`config.mk`:
```
export PLATFORM = sky130hd
export DESIGN_NAME = player_ctrl
export DESIGN_NICKNAME = d
export VERILOG_FILES = /design/src/rtl/bomb_pkg.sv /design/src/rtl/rise_pulse.sv /design/src/rtl/player_ctrl.sv
export SDC_FILE = /design/constraint.sdc
export NUM_CORES = 1
export LEC_CHECK = 0
export BUFFER_PORTS_ARGS = -buffer_cell sky130_fd_sc_hd__buf_2
export CAP_MARGIN = 20
export CORE_AREA = 8 8 205 207
export DETAILED_ROUTE_END_ITERATION = 16
export DIE_AREA = 0 0 213 215
export MAX_ROUTING_LAYER = met4
export SLEW_MARGIN = 20
export SYNTH_ARGS = -nofsm -noshare
export SYNTH_HDL_FRONTEND = slang
export SYNTH_SLANG_ARGS = --single-unit
```
`constraint.sdc`:
```
create_clock -name clk -period 6.8 [get_ports clk]
set_clock_uncertainty 0.05 [all_clocks]
set_input_delay 0.68 -clock clk [delete_from_list [all_inputs] [get_ports clk]]
set_output_delay 0.68 -clock clk [all_outputs]
set_load 0.005 [all_outputs]
```
`src/rtl/bomb_pkg.sv`:
```
// bomb_pkg: shared direction, grid geometry and player state types
package bomb_pkg;
  localparam int GRID_W = 16;
  localparam int GRID_CELLS = 256;
  typedef enum logic [1:0] {DIR_UP, DIR_DOWN, DIR_LEFT, DIR_RIGHT} dir_e;
  typedef enum logic [1:0] {ST_IDLE, ST_COOLDOWN, ST_FROZEN} pstate_e;
  function automatic logic [7:0] dir_target(input logic [7:0] c, input dir_e d);
    return d == DIR_UP   ? c - 8'(GRID_W) :
           d == DIR_DOWN ? c + 8'(GRID_W) :
           d == DIR_LEFT ? c - 8'd1 : c + 8'd1;
  endfunction
  function automatic logic at_edge(input logic [7:0] c, input dir_e d);
    return d == DIR_UP   ? c[7:4] == 4'h0 :
           d == DIR_DOWN ? c[7:4] == 4'hf :
           d == DIR_LEFT ? c[3:0] == 4'h0 : c[3:0] == 4'hf;
  endfunction
endpackage

```
`src/rtl/rise_pulse.sv`:
```
// rise_pulse: registered previous level, high in the cycle the input rises
module rise_pulse (
  input  logic clk,
  input  logic rst_n,
  input  logic din,
  output logic pulse
);
  logic din_q, din_d;
  always_comb din_d = din;
  always_ff @(posedge clk or negedge rst_n)
    if (!rst_n) din_q <= 1'b0;
    else din_q <= din_d;
  assign pulse = din & ~din_q;
endmodule

```
`src/rtl/player_ctrl.sv`:
```
// player_ctrl: button levels to grid coordinate and bomb-set strobe, with move cooldown and freeze
module player_ctrl
  import bomb_pkg::*;
#(
  parameter logic [7:0] START_COR = 8'd0,
  parameter int MOVE_GAP = 2_500_000
) (
  input  logic                  clk,
  input  logic                  rst_n,
  input  logic                  btn_up,
  input  logic                  btn_down,
  input  logic                  btn_left,
  input  logic                  btn_right,
  input  logic                  btn_bomb,
  input  logic [GRID_CELLS-1:0] wall_grid,
  input  logic [GRID_CELLS-1:0] bomb_grid,
  input  logic [2:0]            bomb_cap,
  input  logic [2:0]            bomb_unexp_num,
  input  logic                  game_over,
  output logic [7:0]            cor,
  output logic                  set,
  output logic [1:0]            facing,
  output logic                  moving
);
  localparam int CW = $clog2(MOVE_GAP + 1);
  pstate_e state_q, state_d;
  dir_e facing_q, facing_d, dir;
  logic [7:0] cor_q, cor_d, tgt;
  logic [CW-1:0] cnt_q, cnt_d;
  logic [1:0] hist_q, hist_d;
  logic set_q, set_d, moving_q, moving_d;
  logic bomb_rise, any_dir, live, legal, bomb_ok, move_ok;
  rise_pulse u_bomb_rise (.clk(clk), .rst_n(rst_n), .din(btn_bomb), .pulse(bomb_rise));
  always_comb begin
    any_dir  = btn_up | btn_right | btn_down | btn_left;
    dir      = btn_up ? DIR_UP : btn_right ? DIR_RIGHT : btn_down ? DIR_DOWN : DIR_LEFT;
    tgt      = dir_target(cor_q, dir);
    legal    = any_dir & ~at_edge(cor_q, dir) & ~wall_grid[tgt] & ~bomb_grid[tgt];
    live     = state_q != ST_FROZEN;
    bomb_ok  = live & bomb_rise & (bomb_unexp_num < bomb_cap) & ~bomb_grid[cor_q] & ~|hist_q;
    move_ok  = (state_q == ST_IDLE) & legal & ~bomb_ok;
    set_d    = bomb_ok;
    hist_d   = {hist_q[0], set_q};
    cor_d    = move_ok ? tgt : cor_q;
    facing_d = (live & any_dir) ? dir : facing_q;
    cnt_d    = move_ok ? CW'(MOVE_GAP - 1) :
               (state_q == ST_COOLDOWN && cnt_q != '0) ? cnt_q - 1'b1 : cnt_q;
    state_d  = (game_over | ~live) ? ST_FROZEN :
               move_ok ? ST_COOLDOWN :
               (state_q == ST_COOLDOWN && cnt_q == '0) ? ST_IDLE : state_q;
    moving_d = state_d == ST_COOLDOWN;
  end
  always_ff @(posedge clk or negedge rst_n)
    if (!rst_n) begin
      state_q  <= ST_IDLE;
      cor_q    <= START_COR;
      set_q    <= 1'b0;
      facing_q <= DIR_DOWN;
      moving_q <= 1'b0;
      cnt_q    <= '0;
      hist_q   <= '0;
    end else begin
      state_q  <= state_d;
      cor_q    <= cor_d;
      set_q    <= set_d;
      facing_q <= facing_d;
      moving_q <= moving_d;
      cnt_q    <= cnt_d;
      hist_q   <= hist_d;
    end
  assign cor    = cor_q;
  assign set    = set_q;
  assign facing = facing_q;
  assign moving = moving_q;
endmodule

```
## Yosys cells after proc, flatten, opt, wreduce, memory -nomap -nowiden

Index checks and enable logic that the tools add are counted.

- Flip-flop bits (word level): 39
- Input port bits: 526
- Output and inout bits: 12
- Logic and storage cells: 76

- Add/subtract/negate cells: 5
- Order comparisons: 3
- Eq/ne operators: 7
- Muxes and demuxes: 20
- Bitwise gates (word level): 22
- Reduce and logical (&&, ||, !) cells: 11

Operators with widths:

| kind | number |
|---|---|
| 22-bit two-way mux | 2 |
| 1-bit binary-select mux with 8-bit select | 3 |
| 8-bit two-way mux | 3 |
| 22-bit zero test | 1 |
| 22-bit nonzero test | 1 |
| 22-bit by 1-bit subtractor with 22-bit output, second input constant | 1 |
| 8-bit by 9-bit < comparator with 1-bit output, second input constant | 2 |
| 2-bit two-way mux | 6 |
| 1-bit bitwise AND | 11 |
| 8-bit by 1-bit adder with 8-bit output, second input constant | 1 |
| 8-bit by 5-bit adder with 8-bit output, second input constant | 1 |
| 4-bit equality test, second input constant | 2 |
| 4-bit zero test | 2 |
| 8-bit by 1-bit subtractor with 8-bit output, second input constant | 1 |
| 8-bit by 5-bit subtractor with 8-bit output, second input constant | 1 |
| 1-bit NOT | 7 |
| 2-bit by 1-bit equality test with 1-bit output, second input constant | 3 |
| 1-bit two-way mux | 6 |
| 2-bit zero test | 2 |
| 1-bit OR | 4 |
| 3-bit < comparator | 1 |
| 2-bit equality test, second input constant | 1 |
| 1-bit logical AND | 2 |
| 2-bit inequality test, second input constant | 1 |
| other kinds (3) | 3 |

## Logic depth before layout (Yosys ltp)

Gate-level depths: netlist of run 1.

- Depth after elaboration: 17
- Depth in mapped cells: 23
- Mapped depth without buffers: 13

## Hierarchy

A second synthesis of run 1 with hierarchy kept.

- Cell total of the unflattened synthesis: 1667
- Area total of the unflattened synthesis: 14425.1 µm²

Modules (own cells, without submodules):

| module | times used | cells each | area each (µm²) | seq. area each (µm²) |
|---|---|---|---|---|
| player_ctrl | 1 | 1665 | 14386.3 | 952.2 |
| rise_pulse | 1 | 2 | 38.8 | 25.0 |

## Worst setup path after synthesis of run 1

Ideal clock, no wire load.

- Kind: flip-flop to flip-flop
- Start: register cor_q[1], in the netlist cor[1]
- End: register cor_q[1], in the netlist cor[1]
- Setup time: 0.128 ns
- Arrival: 4.469 ns
- Data required time: 6.622 ns
- Slack: 2.153 ns
- Cell stages (with the launch flop): 21
- Buffers on the path: 9
- Clock period less this slack: 4.647 ns
- Cells stage by stage: dfrtp_1 > buf_4 > buf_4 > buf_4 > buf_4 > buf_2 > buf_4 > xor2_1 > ha_1 > buf_2 > buf_2 > clkbuf_1 > a21oi_1 > mux4_2 > mux2i_1 > mux2i_1 > mux2_2 > a22oi_1 > nand4b_2 > a21oi_2 > mux2_1

- Word-level cells in the longest chain between the ends: 11
- Elaborated cells between the ends (all ways): 30
- Those cells by class: add/sub (4); eq/ne (1); mux (12); bitwise (12); reduce/logical (1)

Ends and longest elaborated chain:

| item | line | RTL |
|---|---|---|
| start, declared | player_ctrl.sv:28 | `logic [7:0] cor_q, cor_d, tgt;` |
| start signal, assigned | player_ctrl.sv:64 | `cor_q <= cor_d;` |
| 8-bit by 1-bit adder with 8-bit output or 8-bit by 1-bit subtractor with 8-bit output (tied branches) | bomb_pkg.sv:10 | `d == DIR_LEFT ? c - 8'd1 : c + 8'd1;` |
| 8-bit two-way mux | bomb_pkg.sv:10 |  |
| 8-bit two-way mux | bomb_pkg.sv:9 | `d == DIR_DOWN ? c + 8'(GRID_W) :` |
| 8-bit two-way mux | bomb_pkg.sv:8 | `return d == DIR_UP ? c - 8'(GRID_W) :` |
| 1-bit binary-select mux with 8-bit select | player_ctrl.sv:38 | `legal = any_dir & ~at_edge(cor_q, dir) & ~wall_grid[tgt] & ~bomb_grid[tgt];` |
| 1-bit two-way mux (implied by the code) | player_ctrl.sv:38 |  |
| 1-bit NOT | player_ctrl.sv:38 |  |
| 1-bit bitwise AND (2 in a row) | player_ctrl.sv:38 |  |
| 1-bit bitwise AND (2 in a row) | player_ctrl.sv:41 | `move_ok = (state_q == ST_IDLE) & legal & ~bomb_ok;` |

Several ways; a longest one is shown, not always the timed one. The select of a mux whose other input is x is not followed.
A chain may end at the register's enable or synchronous reset.

## Worst setup path after layout of run 1

- Start: register cor_q[1], in the netlist cor[1]
- End: register cor_q[7], in the netlist cor[7]

The elaborated chain is that of the path after synthesis.

==> run_results.csv, run 1 <==
group,metric,value,unit
detailed_routing,routed_wl,58100,microns
synthesis,ys_seq_area_share,9.75,%
worst_setup_path,timing.rr.start,"cor[1]",
clocking,postCtsSetupBuffers,0,
cells_and_area,final_layout_size_suffix_gt1_share,41.4,%
timing,fmax,0.198,GHz
clocking,path_clk_slew,0.06,ns
synthesis,ys_seq_elements,39,
pwr,p_total,2.45,mW
worst_setup_path,cpMaxStageDelayCell,"dfrtp_4",
timing,maxSlewHeadroom,30.5,%
timing,tightest_slew,1.04,ns
worst_setup_path,rr_endpoint,"cor[7]",
clocking,cts_tree,"yes",
outcome,status,"complete, no violations",
worst_setup_path,crit_fanout,82,
synthesis,synth_warnings,0,
detailed_routing,drtAntennaViolNets,0,
global_routing,grt_pass1_wl,84800,microns
synthesis,synth.distinct_cells,77,
detailed_routing,met2_wirelength,29400,microns
clocking,clock_latency,0.29,ns
timing,setup_viol,0,
floorplanning,dieArea,45800,sq um
global_routing,track_usage,24.9,%
synthesis,yosys-top-cells-area,"mux4_2, nor3_1, a21oi_1",
clocking,cts-buffers-inserted,5,
synthesis,netlist_area,10000,sq um
detailed_routing,vias,13200,
cells_and_area,multi_input_area,8450,sq um
clocking,postCtsHoldBufs,0,
worst_setup_path,endpoint_kind,"register",
floorplanning,start_util,25.7,%
floorplanning,io_pins,538,
cells_and_area,fillers,4204,
timing,finalHoldViolations,0,
worst_setup_path,cp.required,6.93,ns
synthesis,netlist_top_cells_count,"nor3_1, a21oi_1, nor2_1",
worst_setup_path,critical-path-max-stage-delay,0.98,ns
cells_and_area,final_area,13300,sq um
clocking,post_cts_resized,0,
detailed_routing,viasPerCell,5.72,
worst_setup_path,critPathKind,"register to register",
floorplanning,rows,73,
synthesis,synth_area_leader_cell,"mux4_2",
timing,final.min_clock_period,5.06,ns
detailed_routing,wl_per_cell,25.2,microns
detailed_routing,drcViolationCount,0,
clocking,cts.sinks,39,
synthesis,avgSynthCellArea,7.64,sq um
run,cap_violations,0,
worst_setup_path,reg2reg_depth,12,
worst_setup_path,cp.arrival,5.18,ns
detailed_routing,route.layer.met1.wl,23600,microns
timing,period_share,74.4,%
cells_and_area,num-nets-final,2296,
global_routing,grt_max_degree,124,
clocking,clk_path_buf_depth,2,
worst_setup_path,crit_chain,"xor2_1 -> ha_4 -> buf_12 -> a21oi_1 -> mux4_2 -> mux2i_1 -> mux2i_1 -> mux2_2 -> a22oi_1 -> nand4b_2 -> nand2_1 -> mux2_2",
detailed_routing,wl_met3,3920,microns
timing,fin_tns_setup,0,ns
synthesis,synth-main-ff-cell,"dfrtp_1",
global_routing,antenna_found_initial,20,
global_routing,overflow,0,
worst_setup_path,reg2reg_slack,1.74,ns
place,place_congestion,0.948,
synthesis,ys_async_sr_fraction,100,%
pwr,total_leakage_power,5.16,nW
hold_path,hold_path.class,"register to register",
hold_path,hp-start,"hist_q[0]",
timing,hold_ws,0.331,ns
hold_path,worstHoldEndpoint,"hist_q[1]",
synthesis,synth_edf_count,0,
place,hpwl,48800,microns
worst_setup_path,cp-start-kind,"register",
floorplanning,core_area,39000,sq um
floorplanning,die_w,213,microns
detailed_routing,top_layer,"met4",
cells_and_area,seqCellArea,986,sq um
place,place.port_buffers,537,
pwr,p_per_area,184,nW/um^2
clocking,ctsRootBufferMaster,"clkbuf_16",
synthesis,synth_top_area_share,26.3,%
synthesis,synthCells,1312,
timing,rsz0062_at_grt,"false",
synthesis,syn_nets,1844,
synthesis,yosysMostFrequentCell,"nor3_1",
clocking,htreeDepth,2,
global_routing,grt_pass1_vias,13400,
timing,slew_viol_final,0,
detailed_routing,drt-pass1-iter-count,5,
cells_and_area,syn_to_final_growth,32.5,%
hold_path,holdPathStages,0,
floorplanning,die_h,215,microns
detailed_routing,drt_iter0_drc,1080,
pwr,ir_drop,0.124,mV
place,dpl_cell_area,13100,sq um
==> stage by stage <==
stage	std cells	util, %	worst slack [ns]
after floorplan	1312	-	2.15
after global placement	2282	33.5	1.63
after detailed placement	2282	33.5	1.53
after CTS	2290	33.9	1.75
after global routing	2305	34.0	1.39
final	2307	34.0	1.74
==> sequential cells by signal, summed over array words and instances (netlist names) <==
register           cells
set                    1
facing                 2
cor                    8
moving                 1
cnt_q                 22
hist_q                 2
state_q                2
u_bomb_rise.din_q      1
==> how the worst max path moves through the flow <==
stage	endpoint	cells past startpoint	startpoint
floorplan	cor[1]	20	cor[1]
global placement	cor[7]	15	btn_up
detailed placement	cor[7]	14	btn_up
CTS	cor[7]	12	cor[1]
global route	cor[7]	12	cor[1]
finish	cor[7]	12	cor[1]
==> cell usage in the layout, fill, tap and decap left out, types with 18 or more instances in the layout <==
cell     count
a22oi_1     18
buf_4       19
nor3_1     275
nand2_1     29
buf_2      537
mux2i_1     31
mux4_2     117
nand3_1     28
dfrtp_1     35
a21oi_1    255
nor2_1     163
==> worst max-delay path, delay by kind of cell (launching register included) <==
family	cells	cell delay (ns)
xor gates and xnor gates	1	0.23
AOI/OAI and AO/OA	2	0.39
buffers and inverters	1	0.37
adders and majority gates	1	0.79
and+or+nand+nor	2	0.64
muxes	5	1.42
DFF	1	0.98
==> layout make-up <==
class                   count  share of cell area, %
diodes                     17                  0.320
inverters                  15                  0.433
repair buffers            560                   21.9
flip-flops and latches     39                   7.42
clock inverters             2                  0.264
multi-input cells        1143                   63.6
clock buffers               6                   1.05
well taps                 525                   4.95
==> cell families after synthesis <==
family                   after synthesis  synth area share (%)
XOR/XNOR                              30                  2.70
adder cells (fa/ha/maj)                6                 0.749
multiplexers                         158                  30.5
AO/OA/AOI/OAI                        368                  21.4
flip-flops                            39                  9.75
AND/OR/NAND/NOR                      581                  28.4
buffers and inverters                130                  6.48
==> metal layers <==
| layer | vias up | global-route usage [%] |
|---|---|---|
| met5 | - | - |
| met4 | 0 | 6.26 |
| met3 | 68 | 4.26 |
| met2 | 649 | 42.2 |
| met1 | 6391 | 30.3 |
| li1 | 6084 | - |
==> report_power, final <==
part           total [mW]  switching (mW)  leakage, nW  internal (mW)
sequential          0.370           0.102        0.419          0.268
combinational        1.80            1.04         4.65          0.763
clock               0.278          0.0955       0.0870          0.182
total                2.45            1.23         5.16           1.21
Power figures use the tool's default switching activity.
==> inputs of run 2 (changes only) <==
--- a/config.mk
+++ b/config.mk
@@ -7,9 +7,9 @@
 export LEC_CHECK = 0
 export BUFFER_PORTS_ARGS = -buffer_cell sky130_fd_sc_hd__buf_2
 export CAP_MARGIN = 20
-export CORE_AREA = 8 8 205 207
+export CORE_AREA = 8 8 206 208
 export DETAILED_ROUTE_END_ITERATION = 16
-export DIE_AREA = 0 0 213 215
+export DIE_AREA = 0 0 214 216
 export MAX_ROUTING_LAYER = met4
 export SLEW_MARGIN = 20
 export SYNTH_ARGS = -nofsm -noshare
==> constraint.sdc (replaced) <==
create_clock -name clk -period 4.9 [get_ports clk]
set_clock_uncertainty 0.05 [all_clocks]
set_input_delay 0.49 -clock clk [delete_from_list [all_inputs] [get_ports clk]]
set_output_delay 0.49 -clock clk [all_outputs]
set_load 0.005 [all_outputs]
==> run 2 against run 1 <==
Net effect: clock power grew 37%; register-to-register slack got worse by 1.4 ns; sequential power grew 26%; largest cell class unchanged; global-route usage shrank 0.40 points; flip-flop and latch count stayed put; largest power group unchanged; routed wire length grew 0.96%; final area grew 1.4%.
==> run_results.csv, run 2 (synthesis gave the netlist of run 1 again) <==
group,metric,value,unit
floorplanning,die_w,214,microns
worst_setup_path,crit_fanout,61,
global_routing,track_usage,24.5,%
timing,maxSlewHeadroom,27.4,%
floorplanning,rows,73,
timing,setup_viol,0,
floorplanning,io_pins,538,
detailed_routing,drcViolationCount,0,
cells_and_area,mostFrequentLayoutCells,"buf_2, nor3_1, a21oi_1",
clocking,post_cts_resized,0,
cells_and_area,final_layout_size_suffix_gt1_share,42.1,%
pwr,intPower,1.72,mW
cells_and_area,layout_commonest_cell,"buf_2",
floorplanning,start_util,25.6,%
pwr,switchingPower,1.73,mW
timing,fmax,0.218,GHz
clocking,postCtsHoldBufs,0,
floorplanning,core_area,39200,sq um
global_routing,grt_pass1_vias,13500,
detailed_routing,viasPerCell,5.67,
worst_setup_path,cp.arrival,4.68,ns
clocking,htreeDepth,2,
clocking,ctsRootBufferMaster,"clkbuf_16",
clocking,clk_path_buf_depth,2,
worst_setup_path,critPathKind,"input pin to register",
detailed_routing,wl_per_cell,25.3,microns
detailed_routing,vias,13200,
pwr,ir_drop,0.183,mV
worst_setup_path,cp.required,4.99,ns
pwr,total_leakage_power,5.28,nW
run,cap_violations,0,
pwr,power.clock.fraction,11.0,%
floorplanning,die_h,216,microns
place,place_congestion,0.975,
clocking,cts.sinks,39,
pwr,switching_share,50.1,%
cells_and_area,largest_reg_flops,22,
clocking,postCtsSetupBuffers,0,
floorplanning,dieArea,46200,sq um
timing,tightest_slew,1.06,ns
cells_and_area,post-route-util,34.3,%
clocking,clock_latency,0.28,ns
detailed_routing,drtAntennaViolNets,0,
timing,rsz0062_at_grt,"false",
global_routing,overflow,0,
timing,fin_tns_setup,0,ns
cells_and_area,num-nets-final,2319,
global_routing,antenna_found_initial,15,
place,hpwl,49700,microns
worst_setup_path,cp-start-kind,"input pin",
detailed_routing,drt_iter0_drc,1076,
clocking,path_clk_slew,0.06,ns
pwr,p_per_area,256,nW/um^2
cells_and_area,top_register,"cnt_q",
pwr,seqPwrFrac,13.6,%
timing,period_share,93.6,%
clocking,cts-buffers-inserted,5,
pwr,power_frac_comb,75.4,%
global_routing,grt_pass1_wl,85800,microns
worst_setup_path,endpoint_kind,"register",
hold_path,hold_path.class,"input pin to register",
timing,final.min_clock_period,4.59,ns
outcome,status,"complete, no violations",
detailed_routing,routed_wl,58700,microns
pwr,p_total,3.45,mW
cells_and_area,syn_to_final_growth,34.3,%
timing,fin_ws,0.314,ns
place,place_ws,0.0147,ns
timing,finalHoldViolations,0,
clocking,cts_tree,"yes",
global_routing,grt_max_degree,91,
cells_and_area,fillers,4209,
detailed_routing,drt-pass1-iter-count,5,
timing,slew_viol_final,0,
place,place.port_buffers,537,
-- run 2: path summary, 6_finish.rpt --
path	startpoint	to	slack (ns)	cells past startpoint
setup / recovery	btn_right	cnt_q[1]	0.31	16
max in group asynchronous	rst_n	cor[1]	3.84	1
hold reg to reg	hist_q[0]	hist_q[1]	0.34	0
hold / removal	btn_bomb	u_bomb_rise.din_q	0.28	1
min in group asynchronous	rst_n	hist_q[1]	0.29	1
setup reg to reg	cor[1]	cnt_q[1]	0.35	14
-- run 2: layout make-up --
type	count	area, sq um	share of cell area (%)
multi-input cells	1143	8460	62.8
repair buffers	583	3110	23.1
flip-flops and latches	39	986	7.33
well taps	525	657	4.88
clock buffers	6	139	1.03
inverters	15	57.6	0.428
clock inverters	2	35.0	0.260
diodes	8	20.0	0.149
-- run 2: per-layer routing --
layer | part of all wire [%] | vias to the layer above | GRT usage [%]
met5 | 0 | - | -
met4 | 1.8 | 0 | 3.89
met3 | 6.1 | 67 | 3.12
met2 | 50 | 597 | 42.2
met1 | 42 | 6373 | 31.0
li1 | - | 6117 | -
-- run 2: metrics by stage --
stage | hold slack [ns] | area (sq um) | std cells
after floorplan | 0.144 | 10000 | 1312
after global placement | 0.312 | 13300 | 2305
after detailed placement | 0.325 | 13300 | 2305
after CTS | 0.279 | 13400 | 2313
after global routing | 0.291 | 13500 | 2320
final | 0.284 | 13500 | 2321
-- run 2: power groups by stage --
| stage | clock network [mW] | logic [mW] | registers [mW] |
|---|---|---|---|
| after global placement | 0 | 2.57 | 0.469 |
| after detailed placement | 0 | 2.59 | 0.470 |
| after global routing | 0.399 | 2.81 | 0.478 |
| final | 0.380 | 2.60 | 0.468 |
| after CTS | 0.388 | 2.60 | 0.466 |
| after floorplan | 0 | 1.70 | 0.419 |
-- run 2: worst max-delay path, stage by stage --
cell and delay, ns:
buf_2 0.18, nor3_2 0.37, xor2_1 0.16, ha_4 0.57, buf_12 0.30, buf_4 0.25, nor3_1 0.08, a21oi_1 0.17
a211oi_1 0.10, nor3_1 0.55, a211oi_1 0.11, a311o_1 0.42, a32oi_1 0.20, a211o_2 0.23, and2_4 0.33, o211ai_1 0.13
==> inputs of run 3 (changes only) <==
--- a/config.mk
+++ b/config.mk
@@ -5,12 +5,14 @@
 export SDC_FILE = /design/constraint.sdc
 export NUM_CORES = 1
 export LEC_CHECK = 0
+export ABC_AREA = 1
 export BUFFER_PORTS_ARGS = -buffer_cell sky130_fd_sc_hd__buf_2
 export CAP_MARGIN = 20
-export CORE_AREA = 8 8 206 208
+export CORE_AREA = 2 2 208 210
 export DETAILED_ROUTE_END_ITERATION = 16
-export DIE_AREA = 0 0 214 216
+export DIE_AREA = 0 0 210 212
 export MAX_ROUTING_LAYER = met4
+export PLACE_DENSITY = 0.55
 export SLEW_MARGIN = 20
 export SYNTH_ARGS = -nofsm -noshare
 export SYNTH_HDL_FRONTEND = slang
==> run 3 against run 2 <==
Net effect: power fell by 55%; clock-buffer cell count rose by 1; die area fell by 3.7%; synthesized area rose by 4.6%; critical endpoint is now cnt_q[19]; largest power group unchanged.
==> run_results.csv, run 3 <==
group,metric,value,unit
detailed_routing,wl_met3,4750,microns
timing,fin_tns_setup,0,ns
detailed_routing,drt_iter0_drc,1451,
place,place.port_buffers,537,
cells_and_area,mostFrequentLayoutCells,"nand2_1, buf_2, inv_1",
pwr,p_per_area,111,nW/um^2
worst_setup_path,cpMaxStageDelayCell,"nor2_2",
timing,setup_viol,0,
floorplanning,rows,76,
synthesis,avgSynthCellArea,4.82,sq um
cells_and_area,top_register,"cnt_q",
worst_setup_path,timing.rr.start,"cor[2]",
synthesis,synth.distinct_cells,44,
detailed_routing,routed_wl,59600,microns
timing,rsz0062_at_grt,"false",
global_routing,grt_max_degree,116,
detailed_routing,viasPerCell,4.88,
worst_setup_path,reg2reg_slack,0.87,ns
floorplanning,die_w,210,microns
clocking,clk_path_buf_depth,2,
floorplanning,dieArea,44500,sq um
clocking,clock_latency,0.29,ns
pwr,ir_drop,0.126,mV
synthesis,synth_edf_count,0,
place,dpl_cell_area,13600,sq um
timing,period_share,82.2,%
global_routing,track_usage,26.6,%
detailed_routing,met2_wirelength,27200,microns
synthesis,ys_async_sr_fraction,100,%
detailed_routing,drtAntennaViolNets,0,
clocking,ctsRootBufferMaster,"clkbuf_16",
cells_and_area,num-nets-final,3143,
detailed_routing,top_layer,"met4",
floorplanning,start_util,24.7,%
cells_and_area,final_area,13800,sq um
pwr,total_leakage_power,7.85,nW
worst_setup_path,cp.required,5.02,ns
run,cap_violations,0,
clocking,cts.sinks,39,
worst_setup_path,critPathKind,"register to register",
detailed_routing,drcViolationCount,0,
worst_setup_path,startpoint,"cor[2]",
synthesis,synth_warnings,0,
floorplanning,core_area,42500,sq um
synthesis,synth_top_area_share,27.7,%
synthesis,yosys-top-cells-area,"nand2_1, o21ai_0, inv_1",
clocking,htreeDepth,2,
synthesis,synthCells,2174,
hold_path,hold_path.class,"input pin to asynchronous set/reset pin",
clocking,path_clk_slew,0.06,ns
worst_setup_path,cp-start-kind,"register",
detailed_routing,route.layer.met1.wl,25900,microns
timing,finalHoldViolations,0,
synthesis,synth-main-ff-cell,"dfrtp_1",
timing,slew_viol_final,0,
worst_setup_path,endpoint_kind,"register",
synthesis,yosysMostFrequentCell,"nand2_1",
worst_setup_path,cp_common_cell,"nand2_1",
timing,final.min_clock_period,4.03,ns
cells_and_area,largest_reg_flops,22,
synthesis,synth_area_leader_cell,"nand2_1",
global_routing,grt_pass1_vias,14500,
cells_and_area,syn_to_final_growth,31.7,%
worst_setup_path,crit_fanout,23,
detailed_routing,wl_per_cell,18.7,microns
cells_and_area,final_layout_size_suffix_gt1_share,23.5,%
global_routing,overflow,0,
clocking,post_cts_resized,0,
place,hpwl,46700,microns
global_routing,grt_pass1_wl,87500,microns
detailed_routing,vias,15500,
clocking,postCtsSetupBuffers,0,
cells_and_area,fillers,5041,
floorplanning,io_pins,538,
worst_setup_path,cp.arrival,4.14,ns
detailed_routing,drt-pass1-iter-count,7,
worst_setup_path,crit_chain,"inv_1 -> nor2_2 -> buf_4 -> nand2_1 -> nand4_1 -> nand2_1 -> nor2_1 -> o21ai_1 -> nand3_1 -> nand2_1 -> a21oi_2 -> nand3_4 -> inv_2 -> nor2_1",
synthesis,ys_seq_elements,39,
global_routing,antenna_found_initial,21,
synthesis,syn_nets,2706,
synthesis,netlist_top_cells_count,"nand2_1, inv_1, o21ai_0",
clocking,cts_tree,"yes",
timing,tightest_slew,0.889,ns
timing,fmax,0.248,GHz
synthesis,netlist_area,10500,sq um
synthesis,ys_seq_area_share,9.32,%
place,place_congestion,0.934,
clocking,postCtsHoldBufs,0,
clocking,cts-buffers-inserted,5,
worst_setup_path,critical-path-max-stage-delay,0.64,ns
timing,maxSlewHeadroom,40.8,%
worst_setup_path,rr_endpoint,"cnt_q[19]",
worst_setup_path,reg2reg_depth,14,
outcome,status,"complete, no violations",
floorplanning,die_h,212,microns
cells_and_area,layout_commonest_cell,"nand2_1",
run 3: through the flow:
stage                     utilization, %  total power [mW]  instances  setup slack (ns)  hold WS, ns
final                               32.5              1.54       3178             0.872        0.276
after global routing                32.5              1.66       3178             0.575        0.275
after CTS                           32.4              1.54       3158             0.973        0.272
after detailed placement            32.0              1.21       3150             0.681        0.305
after global placement              32.0              1.21       3150             0.742        0.308
after floorplan                        -             0.791       2174              1.90        0.144
run 3: area by class of cell:
type / count / area, sq um / area share [%]
timing repair buffer: 572 / 3110 / 22.5
inverter: 312 / 1170 / 8.50
antenna: 20 / 50.0 / 0.362
clock inverter: 1 / 8.76 / 0.0634
clock buffer: 7 / 143 / 1.03
multi-input combinational: 1681 / 7650 / 55.4
sequential: 39 / 985 / 7.13
tap: 546 / 683 / 4.95
run 3: critical path, delay by kind of cell, from the launching register on:
kind / cells / cell delay [ns]
simple gates: 9 / 1.87
buf+inv: 3 / 0.85
flops: 1 / 0.58
compound gates: 2 / 0.54
run 3: routing by layer:
layer / vias up / global-route usage, %
met2: 701 / 42.1
met4: 0 / 8.27
met5: - / -
met1: 6903 / 34.1
met3: 90 / 5.14
li1: 7808 / -
run 3: worst max path at each step:
stage	endpoint	slack, ns
3_5_place_dp	cnt_q[6]	0.68
3_3_place_gp	cnt_q[14]	0.74
6_report	cnt_q[19]	0.87
2_1_floorplan	cnt_q[4]	1.90
4_1_cts	cnt_q[19]	0.97
5_1_grt	cnt_q[14]	0.57
run 3: kinds of logic after synthesis:
family / after synthesis / share of synthesized area, %
flip-flops: 39 / 9.32
AO/OA/AOI/OAI: 467 / 23.7
XOR/XNOR: 19 / 1.59
adder cells (fa/ha/maj): 6 / 0.716
buffers and inverters: 454 / 18.1
AND/OR/NAND/NOR: 1189 / 46.5
run 3: power by group:
part | switching, mW | total, mW | internal (mW)
sequential | 0.000356 | 0.324 | 0.323
clock | 0.128 | 0.331 | 0.204
combinational | 0.537 | 0.884 | 0.347
total | 0.665 | 1.54 | 0.874
